`config.mk`:
```
export PLATFORM = sky130hd
export DESIGN_NAME = piso_tx
export DESIGN_NICKNAME = d
export VERILOG_FILES = /design/src/rtl/piso_tx.sv
export SDC_FILE = /design/constraint.sdc
export NUM_CORES = 1
export LEC_CHECK = 0
export CAP_MARGIN = 5
export CORE_MARGIN = 5
export CORE_UTILIZATION = 30
export CTS_CLUSTER_DIAMETER = 50
export DETAILED_ROUTE_END_ITERATION = 7
export GPL_ROUTABILITY_DRIVEN = 0
export MAX_ROUTING_LAYER = met4
export PLACE_DENSITY = 0.64
export SYNTH_ARGS = -nofsm -noshare
export SYNTH_HDL_FRONTEND = slang
export SYNTH_SLANG_ARGS = --single-unit
```
`constraint.sdc`:
```
create_clock -name clk -period 2 [get_ports clk]
set_clock_uncertainty 0.2 [all_clocks]
set_input_delay 0.3 -clock clk [delete_from_list [all_inputs] [get_ports clk]]
set_output_delay 0.3 -clock clk [all_outputs]
set_load 0.02 [all_outputs]
```
`src/rtl/piso_tx.sv`:
```
// Parallel-in serial-out transmitter: accepts a WIDTH-bit word on a valid/ready
// handshake and shifts it out one bit per clock with frame start/end strobes.
module piso_tx #(
    parameter int unsigned WIDTH     = 4,
    parameter bit          MSB_FIRST = 1'b1
) (
    input  logic             clk,
    input  logic             rst,
    input  logic [WIDTH-1:0] parallel_in,
    input  logic             in_valid,
    output logic             in_ready,
    output logic             serial_out,
    output logic             serial_valid,
    output logic             frame_start,
    output logic             frame_end,
    output logic             busy
);

    localparam int unsigned CNT_W = (WIDTH > 2) ? $clog2(WIDTH) : 1;
    localparam logic [CNT_W-1:0] LAST = CNT_W'(WIDTH - 1);

    typedef enum logic {
        IDLE  = 1'b0,
        SHIFT = 1'b1
    } state_t;

    state_t             state;
    logic [WIDTH-1:0]   shift_reg;
    logic [CNT_W-1:0]   cnt;

    logic               last_bit;
    logic               accept;
    logic [WIDTH-1:0]   shifted;
    logic [CNT_W-1:0]   cnt_inc;
    logic               load_head;
    logic               shift_head;

    assign last_bit = (state == SHIFT) && (cnt == LAST);
    // Ready only from registered state, so no combinational path from in_valid.
    assign in_ready = rst && ((state == IDLE) || last_bit);
    assign accept   = in_valid && in_ready;
    assign cnt_inc  = cnt + CNT_W'(1);

    generate
        if (MSB_FIRST) begin : g_msb
            assign shifted    = {shift_reg[WIDTH-2:0], 1'b0};
            assign load_head  = parallel_in[WIDTH-1];
            assign shift_head = shift_reg[WIDTH-2];
        end else begin : g_lsb
            assign shifted    = {1'b0, shift_reg[WIDTH-1:1]};
            assign load_head  = parallel_in[0];
            assign shift_head = shift_reg[1];
        end
    endgenerate

    // Outputs are registered alongside the state they describe.
    always_ff @(posedge clk) begin
        if (!rst) begin
            state        <= IDLE;
            shift_reg    <= '0;
            cnt          <= '0;
            serial_out   <= 1'b0;
            serial_valid <= 1'b0;
            frame_start  <= 1'b0;
            frame_end    <= 1'b0;
            busy         <= 1'b0;
        end else begin
            case (state)
                IDLE: begin
                    if (accept) begin
                        state        <= SHIFT;
                        shift_reg    <= parallel_in;
                        cnt          <= '0;
                        serial_out   <= load_head;
                        serial_valid <= 1'b1;
                        frame_start  <= 1'b1;
                        frame_end    <= 1'b0;
                        busy         <= 1'b1;
                    end
                end
                SHIFT: begin
                    if (last_bit) begin
                        if (accept) begin
                            // Gapless hand-off: next word's first bit follows immediately.
                            shift_reg    <= parallel_in;
                            cnt          <= '0;
                            serial_out   <= load_head;
                            serial_valid <= 1'b1;
                            frame_start  <= 1'b1;
                            frame_end    <= 1'b0;
                            busy         <= 1'b1;
                        end else begin
                            state        <= IDLE;
                            shift_reg    <= shifted;
                            cnt          <= '0;
                            serial_out   <= 1'b0;
                            serial_valid <= 1'b0;
                            frame_start  <= 1'b0;
                            frame_end    <= 1'b0;
                            busy         <= 1'b0;
                        end
                    end else begin
                        shift_reg    <= shifted;
                        cnt          <= cnt_inc;
                        serial_out   <= shift_head;
                        serial_valid <= 1'b1;
                        frame_start  <= 1'b0;
                        frame_end    <= (cnt_inc == LAST);
                        busy         <= 1'b1;
                    end
                end
                default: begin
                    state <= IDLE;
                end
            endcase
        end
    end

endmodule

```
Yosys cells after proc, flatten, opt, wreduce, memory -nomap -nowiden
Cells that the tools add are included.
W data, S select, Z words.
- register bits: 10
- latch bits: 0
- bits in writable memories: 0
- bits in read-only memories: 0
- output and inout bits: 6
- memories kept: 0
- add/sub/neg operators: 1
- $mul: 0
- div/mod/pow operators: 0
- order comparisons: 0
- equal/unequal tests: 3
- shift-type cells: 0
- mux-type cells: 21
- bitwise operators: 1
- reduce and logical (&&, ||, !) cells: 4
- operators by type and width (cell ; number):
    $pmux W1 S2 ; 5
    $mux W1 ; 9
    $mux W3 ; 3
    $pmux W3 S2 ; 1
    $eq A2 B2 Y1 const B ; 2
    $mux W2 ; 2
    $pmux W2 S2 ; 1
    $logic_and A1 B1 Y1 ; 3
    $add A2 B1 Y2 const B ; 1
    $ne A2 B2 Y1 const B ; 1
    $logic_or A1 B1 Y1 ; 1
    $not A1 Y1 ; 1

Logic depth before layout (Yosys ltp)
Gate-level depths: netlist of the first run.
- depth after elaboration: 8
- mapped depth: 5

Least setup slack after synthesis of the first run
Ideal clock, no wire load.
- path type: reg2out
- start: reg cnt[1]
- end: out in_ready
- data arrival time: 989 ps
- data required time: 1500 ps
- setup slack: 511 ps
- cell stages (with the launch flop): 5
- cell sequence: dfxtp_1 ha_1 nor2b_1 buf_6 nor2b_1
- cells in the longest elaborated chain, start to end: 4
- RTL lines (what ; line ; RTL):
    start: declaration ; 29 ; logic [CNT_W-1:0] cnt;
    start signal: assignment ; 104 ; cnt <= cnt_inc;
    $eq A2 B2 Y1 ; 38 ; assign last_bit = (state == SHIFT) && (cnt == LAST);
    $logic_and A1 B1 Y1 ; 38 ;
    $logic_or A1 B1 Y1 ; 40 ; assign in_ready = rst && ((state == IDLE) || last_bit);
    $logic_and A1 B1 Y1 ; 40 ;
    end: declaration ; 11 ; output logic in_ready,
No other way between the ends.

Final worst setup path of the first run
Same ends and word-level chain as after synthesis.

==> reports/results.ini, run 1 <==
[die]
start_util_pct=31.8
fp.dieH_um=50.0
dieArea_um2=2500
core-area_um2=1510
cell_row_count=14
top_level_ports=13
die_w_um=50.0

[power]
switchingPower_uw=112
total_power_uw=442
sw_frac_of_total_pct=25.3
power.clock.fraction_pct=29.8
seqPwrFrac_pct=49.7
comb_power_share_pct=20.5
pwr_density_cell_nw_per_um2=699
cellLeakagePower_nw=0.256
vdd_drop_max_uv=352
power_report.internal_total_uw=330

[finish]
commonest_non_fill_non_tap_cell_in_the_layout=clkdlybuf4s50_1
area.growth.synth_to_final_pct=31.9
layout.cells.non_filler=80
final_cell_mix=clkdlybuf4s50_1 (11), dfxtp_1 (10), nor2b_1 (5)
antenna_cells=0
number_of_flip_flops_in_the_largest_register=3
layout-drive-gt1-share_pct=10.9
nets=75
num-fill-cells=151

[synthesis]
synthDominantCellAreaShare_pct=41.8
synth.ff_latch_count=10
post_synth_instance_area_um2=479
seq_area_frac_synth_pct=41.8
synth_warnings=0
synthesis.area_per_instance_um2=9.58
ys_top_cells_by_area=dfxtp_1 (42%), nor2b_1 (6.5%), mux2i_1 (6.3%)
yosys.cell_types.count=25
postSynthCellCount=50
syn_nets=59
post-synth-top-area-cell=dfxtp_1

[critical_path]
path_delay_family=flip-flops
arrival_ns=1.35
cpMostUsedCell=nor2b_1
timing.critical_path.fanout_max=3
critPathRequiredTime_ns=1.50
crit_path_cell_trace=ha_1, nor2b_1, nor2b_1, dlygate4sd2_1
critical_path_buf_inv_count=1
critical_path.slowest_cell=dfxtp_1
crit_path_end_kind=primary output
worst_setup_path_start_kind=register
max_stage_delay_ns=0.35
path_class=register to primary output

[placed_design]
pre_cts_setup_slack_ns=-0.000104
post-place-cells=77
portBuffers=12
place_hpwl_um=657

[clocking]
clock-root-buffer=clkbuf_4
numClockSinks=10
tritoncts_clock_tree=built
buffer_count_from_post_cts_setup_fixing=0
ctsHtreeMaxLevel=1
clockBufferDepth=2
tritoncts.num_buffers=3
ctsResizeCount=1
ctsHoldBuffers=0
clock_pin_slew_of_the_registers_on_the_worst_case_setup_and_hold_paths_ns=0.06
clock_insertion_delay_worst_skew_ns=0.26

[global_routing]
grt_overflow=0
grt_max_degree=12
first_global_vias=354
grt_antenna_before_repair=0
gr-usage-all-layers_pct=7.88
global_route_wire_length_before_repair_um=1470

[route]
routedWlPerCell_um=11.3
initialDrtViolationCount=3
drc=0
num_vias=385
detailedRoute.firstPassIterationCount=4
routed_wirelength_um=901
final_antenna_net_count=0
routed_via_density=4.81

[sta]
timing.slew.headroom_pct=85.3
final-hold-violation-count=0
rsz0062_at_grt=false
setup_viol_count_final=0
timing.fmax_mhz=540
sum_neg_setup_slack_ns=0
worst_slack_ns=0.149
drv_slew=0
finalCriticalPeriod_ns=1.85
layout_worst_path_cycle_share_pct=92.5
worstMarginPinSlew_ns=0.220

[status]
run_status=finished clean

[worst_hold_path]
hold_path_class=register to register

[flow_run]
cap_violations=0

per-stage QoR:
stage	util (%)	instance area [µm²]	hold slack (ns)
final	41.9	632	0.250
after floorplan	-	479	0.237
after detailed placement	40.5	611	0.253
after CTS	41.9	632	0.257
after global routing	41.9	632	0.287
after global placement	40.5	611	0.256
power groups by stage:
| stage | Sequential [mW] | Combinational [mW] | Clock (mW) |
|---|---|---|---|
| 6_report | 0.219 | 0.0905 | 0.132 |
| 5_1_grt | 0.221 | 0.0991 | 0.148 |
| 4_1_cts | 0.220 | 0.0917 | 0.139 |
| 3_5_place_dp | 0.224 | 0.0919 | 0 |
| 3_3_place_gp | 0.224 | 0.0916 | 0 |
| 2_1_floorplan | 0.230 | 0.0498 | 0 |
cells in the mapped netlist:
library cell,number
and2_1,1
a21o_1,1
nand2_1,4
o31ai_1,1
clkbuf_4,1
a21boi_1,1
o21bai_1,1
a21oi_1,1
o311a_1,2
ha_1,2
o21ai_1,2
nor3b_1,2
o21ai_0,2
mux2i_1,3
buf_4,2
nand4_1,1
a31oi_1,1
nor2b_1,5
dfxtp_1,10
buf_6,1
buf_2,1
o21a_1,2
inv_1,1
nand3_1,1
or3_1,1
metal layers:
metal  vias to the layer above  wire length (µm)  GRT usage, %
met5                         -                 0             -
met4                         0                 8          2.62
met3                         2                78          5.42
met2                        12               349          10.2
met1                       168               463          9.57
li1                        203                 -             -
worst register-to-register path: stages, from the launching register on:
cell	delay, ns
dfxtp_1	0.35
ha_1	0.22
nor2b_1	0.08
buf_4	0.16
o311a_1	0.32
layout make-up:
cell class | instances | area, µm² | share of cell area (%)
multi-input cells | 34 | 236 | 37.4
clock buffers | 3 | 22.5 | 3.56
inverters | 1 | 3.75 | 0.594
repair buffers | 16 | 149 | 23.6
well taps | 16 | 20.0 | 3.17
flip-flops and latches | 10 | 200 | 31.7
worst paths after layout:
check / from / endpoint / slack, ns / cells past startpoint
setup reg to reg: cnt[1]$_SDFFE_PN0P_ / shift_reg[2]$_SDFFE_PN0P_ / 0.55 / 4
setup / recovery: cnt[1]$_SDFFE_PN0P_ / in_ready / 0.15 / 4
hold / removal: shift_reg[2]$_SDFFE_PN0P_ / serial_out$_SDFFE_PN0P_ / 0.25 / 2
hold reg to reg: shift_reg[2]$_SDFFE_PN0P_ / serial_out$_SDFFE_PN0P_ / 0.25 / 2
cells by family after synthesis:
group,synth area share (%)
simple gates,17.8
compound gates,20.1
mux,6.27
fa+ha+maj,5.22
flops,41.8
buf+inv,8.88
Note: power is estimated with default switching activity, not from simulation.
==> run 2: changes to the inputs <==
CELL_PAD_IN_SITES_DETAIL_PLACEMENT = 1   (was not set)
CELL_PAD_IN_SITES_GLOBAL_PLACEMENT = 1   (was not set)
CORE_UTILIZATION = 35   (was 30)
PLACE_DENSITY = 0.87   (was 0.64)
==> run 2 against run 1 <==
  * Sequential share of layout area up 0.063 points
  * Cell count decreased by 1.3%
  * Sequential power about the same
  * Sequential cell count is the same
  * Routed wire length increased by 21%
  * Total power is 0.12% lower
  * Clock power about the same
  * Non-clock buffer count unchanged
  * Count of clock-buffer cells in the layout is the same
  * Highest routed layer unchanged
  * Via count up 6.5%
  * First-iteration DRC count shrank 100%
  * Worst setup slack lost 0.015 ns
==> reports/results.ini, run 2 (synthesis gave the netlist of run 1 again) <==
[status]
run_status=finished clean

[critical_path]
crit_path_cell_trace=ha_1, nor2b_1, nor2b_1, dlygate4sd2_1
crit_path_end_kind=primary output
critPathRequiredTime_ns=1.50
max_stage_delay_ns=0.32
critical_path.slowest_cell=dfxtp_1
critical_path_buf_inv_count=1
path_class=register to primary output
arrival_ns=1.37
worst_setup_path_start_kind=register
timing.critical_path.fanout_max=3
cpMostUsedCell=nor2b_1
path_delay_family=flip-flops

[placed_design]
post-place-cells=76
portBuffers=12
place_hpwl_um=822

[finish]
nets=75
layout.cells.non_filler=79
sequential_cell_area_um2=200
final_cell_mix=clkdlybuf4s50_1 (11), dfxtp_1 (10), nor2b_1 (5)
number_of_flip_flops_in_the_largest_register=3
layout-drive-gt1-share_pct=10.9
total_area_of_multi_input_combinational_cells_um2=236
antenna_cells=0
commonest_non_fill_non_tap_cell_in_the_layout=clkdlybuf4s50_1
area.growth.synth_to_final_pct=31.6
num-fill-cells=144

[global_routing]
grt_overflow=0
global_route_wire_length_before_repair_um=1900
grt_max_degree=12
first_global_vias=428
gr-usage-all-layers_pct=13.0
grt_antenna_before_repair=0

[sta]
setup_viol_count_final=0
fin_hold_ws_ns=0.273
sum_neg_setup_slack_ns=0
timing.fmax_mhz=536
drv_slew=0
rsz0062_at_grt=false
finalCriticalPeriod_ns=1.87
worstMarginPinSlew_ns=0.216
layout_worst_path_cycle_share_pct=93.3
timing.slew.headroom_pct=85.6
final-hold-violation-count=0

[clocking]
clock_pin_slew_of_the_registers_on_the_worst_case_setup_and_hold_paths_ns=0.06
clock-root-buffer=clkbuf_4
numClockSinks=10
buffer_count_from_post_cts_setup_fixing=0
clock_insertion_delay_worst_skew_ns=0.25
tritoncts_clock_tree=built
ctsHtreeMaxLevel=1
ctsResizeCount=1
ctsHoldBuffers=0
clockBufferDepth=2
tritoncts.num_buffers=3

[route]
final_antenna_net_count=0
initialDrtViolationCount=0
num_vias=410
routed_via_density=5.19
routed_wirelength_um=1090
detailedRoute.firstPassIterationCount=1
drc=0
routedWlPerCell_um=13.8

[die]
core-area_um2=1300
die_w_um=47
fp.dieH_um=47
cell_row_count=13
top_level_ports=13
dieArea_um2=2210
start_util_pct=36.8

[power]
power_report.internal_total_uw=330
switchingPower_uw=111
seqPwrFrac_pct=49.9
total_power_uw=441
power.clock.fraction_pct=29.2
vdd_drop_max_uv=396
pwr_density_cell_nw_per_um2=699
comb_power_share_pct=21.0
cellLeakagePower_nw=0.256
sw_frac_of_total_pct=25.2

[flow_run]
cap_violations=0

[worst_hold_path]
hold_path_class=register to register

## run 2: worst paths after layout
check | from | depth (start not counted) | slack (ns) | end
setup reg to reg | cnt[1]$_SDFFE_PN0P_ | 4 | 0.54 | shift_reg[1]$_SDFFE_PN0P_
setup / recovery | cnt[0]$_SDFFE_PN0P_ | 4 | 0.13 | in_ready
hold reg to reg | frame_start$_SDFFE_PN0P_ | 2 | 0.27 | frame_start$_SDFFE_PN0P_
hold / removal | frame_start$_SDFFE_PN0P_ | 2 | 0.27 | frame_start$_SDFFE_PN0P_
## run 2: final cells by class
class | count | area share [%]
multi-input combinational | 34 | 37.5
clock buffer | 3 | 3.57
inverter | 1 | 0.595
timing repair buffer | 16 | 23.6
sequential | 10 | 31.7
tap | 15 | 2.98
## run 2: power groups by stage
stage	Clock, mW	Sequential, mW	Combinational, mW
floorplan	0	0.230	0.0498
global placement	0	0.224	0.0919
detailed placement	0	0.224	0.0938
finish	0.129	0.220	0.0925
CTS	0.138	0.220	0.0937
global route	0.156	0.222	0.100
## run 2: worst register-to-register path: stages, from the launching register on
cell	delay, ns
dfxtp_1	0.35
ha_1	0.24
nor2b_1	0.09
buf_4	0.16
o311a_1	0.32
## run 2: metrics by stage
step                      instance area (µm²)  setup WS [ns]  util [%]
after detailed placement                  609        -0.0214      46.8
after CTS                                 631          0.108      48.5
after global placement                    609       -0.00925      46.8
after floorplan                           479          0.511         -
after global routing                      631         0.0273      48.5
final                                     631          0.134      48.5
## run 2: metal layers
| metal | up-vias | wire, µm | GRT usage [%] |
|---|---|---|---|
| met5 | - | 0 | - |
| met2 | 11 | 531 | 19.0 |
| met3 | 2 | 63 | 3.45 |
| li1 | 205 | - | - |
| met1 | 192 | 487 | 16.4 |
| met4 | 0 | 9 | 6.63 |
==> run 3: changes to the inputs <==
CTS_CLUSTER_DIAMETER = not set   (was 50)
RECOVER_POWER = 25   (was not set)
==> run 3 against run 2 <==
  * Via count up 0.49%
  * Worst setup slack better by 0.0090 ns
  * Critical path depth is the same
  * Fmax increased by 0.48%
  * Count of clock-buffer cells in the layout did not move
  * Worst hold slack about the same
  * Combinational power shrank 2.6%
  * Total power decreased by 0.56%
  * Global-route usage is the same
  * Routed wire length down 0.55%
  * Die area is the same
  * Critical path type unchanged
==> reports/results.ini, run 3 (synthesis gave the netlist of run 1 again) <==
[critical_path]
timing.critical_path.fanout_max=3
crit_path_cell_trace=ha_1, nor2b_1, nor2b_1, dlygate4sd2_1
regToRegSetupSlack_ns=0.41
crit_path_end_kind=primary output
ff2ff_path_depth=5
max_stage_delay_ns=0.32
worst_setup_path_start_kind=register
r2r-start=cnt[0]$_SDFFE_PN0P_
critPathRequiredTime_ns=1.50
arrival_ns=1.36
path_delay_family=flip-flops
critical_path_buf_inv_count=1
timing.rr.end=shift_reg[1]$_SDFFE_PN0P_
cpMostUsedCell=nor2b_1
critical_path.slowest_cell=dfxtp_1
path_class=register to primary output

[route]
routed_wirelength_um=1090
detailedRoute.firstPassIterationCount=1
num_vias=412
initialDrtViolationCount=0
final_antenna_net_count=0
drc=0
routed_via_density=5.22
routedWlPerCell_um=13.7

[power]
comb_power_share_pct=20.5
power_report.internal_total_uw=327
sw_frac_of_total_pct=25.3
cellLeakagePower_nw=0.248
seqPwrFrac_pct=50.1
switchingPower_uw=111
vdd_drop_max_uv=396
power.clock.fraction_pct=29.3
pwr_density_cell_nw_per_um2=704

[worst_hold_path]
hold_depth=2
worstHoldEndpoint=frame_start$_SDFFE_PN0P_
hold_path_class=register to register
min_from=frame_start$_SDFFE_PN0P_

[finish]
number_of_flip_flops_in_the_largest_register=3
area.growth.synth_to_final_pct=30.0
final_cell_mix=dfxtp_1 (10), clkdlybuf4s50_1 (10), nor2b_1 (5)
nets=75
antenna_cells=0
sequential_cell_area_um2=200
layout-drive-gt1-share_pct=7.81
layout.cells.non_filler=79
total_area_of_multi_input_combinational_cells_um2=236
final_area_um2=623
num-fill-cells=146

[clocking]
numClockSinks=10
clock_pin_slew_of_the_registers_on_the_worst_case_setup_and_hold_paths_ns=0.06
clock-root-buffer=clkbuf_4
ctsHtreeMaxLevel=1
clockBufferDepth=2
tritoncts.num_buffers=3
tritoncts_clock_tree=built
clock_insertion_delay_worst_skew_ns=0.25

[sta]
layout_worst_path_cycle_share_pct=92.8
timing.fmax_mhz=539
finalCriticalPeriod_ns=1.86
setup_viol_count_final=0
timing.slew.headroom_pct=78.0
sum_neg_setup_slack_ns=0
rsz0062_at_grt=false
drv_slew=0
worstMarginPinSlew_ns=0.330
final-hold-violation-count=0
fin_hold_ws_ns=0.273

[global_routing]
grt_antenna_before_repair=0
grt_max_degree=12
grt_overflow=0
first_global_vias=428
global_route_wire_length_before_repair_um=1900
gr-usage-all-layers_pct=13.0

[placed_design]
portBuffers=12
place_hpwl_um=822
post-place-cells=76
placement.cell_area_um2=609

[die]
die_w_um=47
top_level_ports=13
start_util_pct=36.8
dieArea_um2=2210
fp.dieH_um=47
core-area_um2=1300
cell_row_count=13

[status]
run_status=finished clean

[flow_run]
cap_violations=0

[run 3: changes by cell type in the layout (fill, tap and decap cells not counted)]
cell and delta:
clkbuf_1 +2, buf_4 -2, clkdlybuf4s50_1 -1, dlygate4sd3_1 +1
[run 3: power by group through the flow]
stage	Sequential [mW]	Combinational, mW	Clock [mW]
after CTS	0.220	0.0937	0.138
after global routing	0.222	0.0979	0.156
after detailed placement	0.224	0.0938	0
after global placement	0.224	0.0919	0
after floorplan	0.230	0.0498	0
final	0.220	0.0901	0.129
[run 3: area by class of cell]
| cell class | count | share of cell area [%] |
|---|---|---|
| Inverter | 1 | 0.602 |
| Timing Repair Buffer | 16 | 22.7 |
| Multi-Input combinational cell | 34 | 38.0 |
| Tap cell | 15 | 3.01 |
| Sequential cell | 10 | 32.1 |
| Clock buffer | 3 | 3.61 |
[run 3: worst reg2reg max path: cells and delay by family, from the launching register on]
family / cells / cell delay, ns
AND/OR/NAND/NOR: 1 / 0.16
adder cells (fa/ha/maj): 1 / 0.25
flip-flops: 1 / 0.32
buffers and inverters: 1 / 0.30
AO/OA/AOI/OAI: 2 / 0.25
[run 3: what timing repair did]
item                                    in CTS  in global routing
gates resized for setup                      1                  0
buffers inserted                             0                  0
hold buffers                                 0                  0
endpoints found under the setup margin       1                  0
[run 3: worst max-delay path by stage]
stage | start | end | slack, ns | depth (start not counted)
final | cnt[0]$_SDFFE_PN0P_ | in_ready | 0.14 | 4
after CTS | cnt[1]$_SDFFE_PN0P_ | in_ready | 0.11 | 4
after floorplan | cnt[1]$_SDFFE_PN0P_ | in_ready | 0.51 | 4
after global routing | cnt[1]$_SDFFE_PN0P_ | in_ready | 0.03 | 4
after global placement | rst | in_ready | -0.009 | 3
after detailed placement | rst | in_ready | -0.02 | 3
[run 3: per-layer routing]
layer	track usage [%]	routed length, µm	share of wire, %
met1	16.4	487	45
met2	19.0	527	49
met5	-	0	0
met4	6.63	9	0.83
met3	3.45	62	5.7
[run 3: through the flow]
stage	util, %	setup slack (ns)	total power [mW]
final	47.9	0.143	0.439
after CTS	48.5	0.108	0.452
after global routing	47.9	0.0296	0.476
after floorplan	-	0.511	0.280
after global placement	46.8	-0.00925	0.316
after detailed placement	46.8	-0.0214	0.318
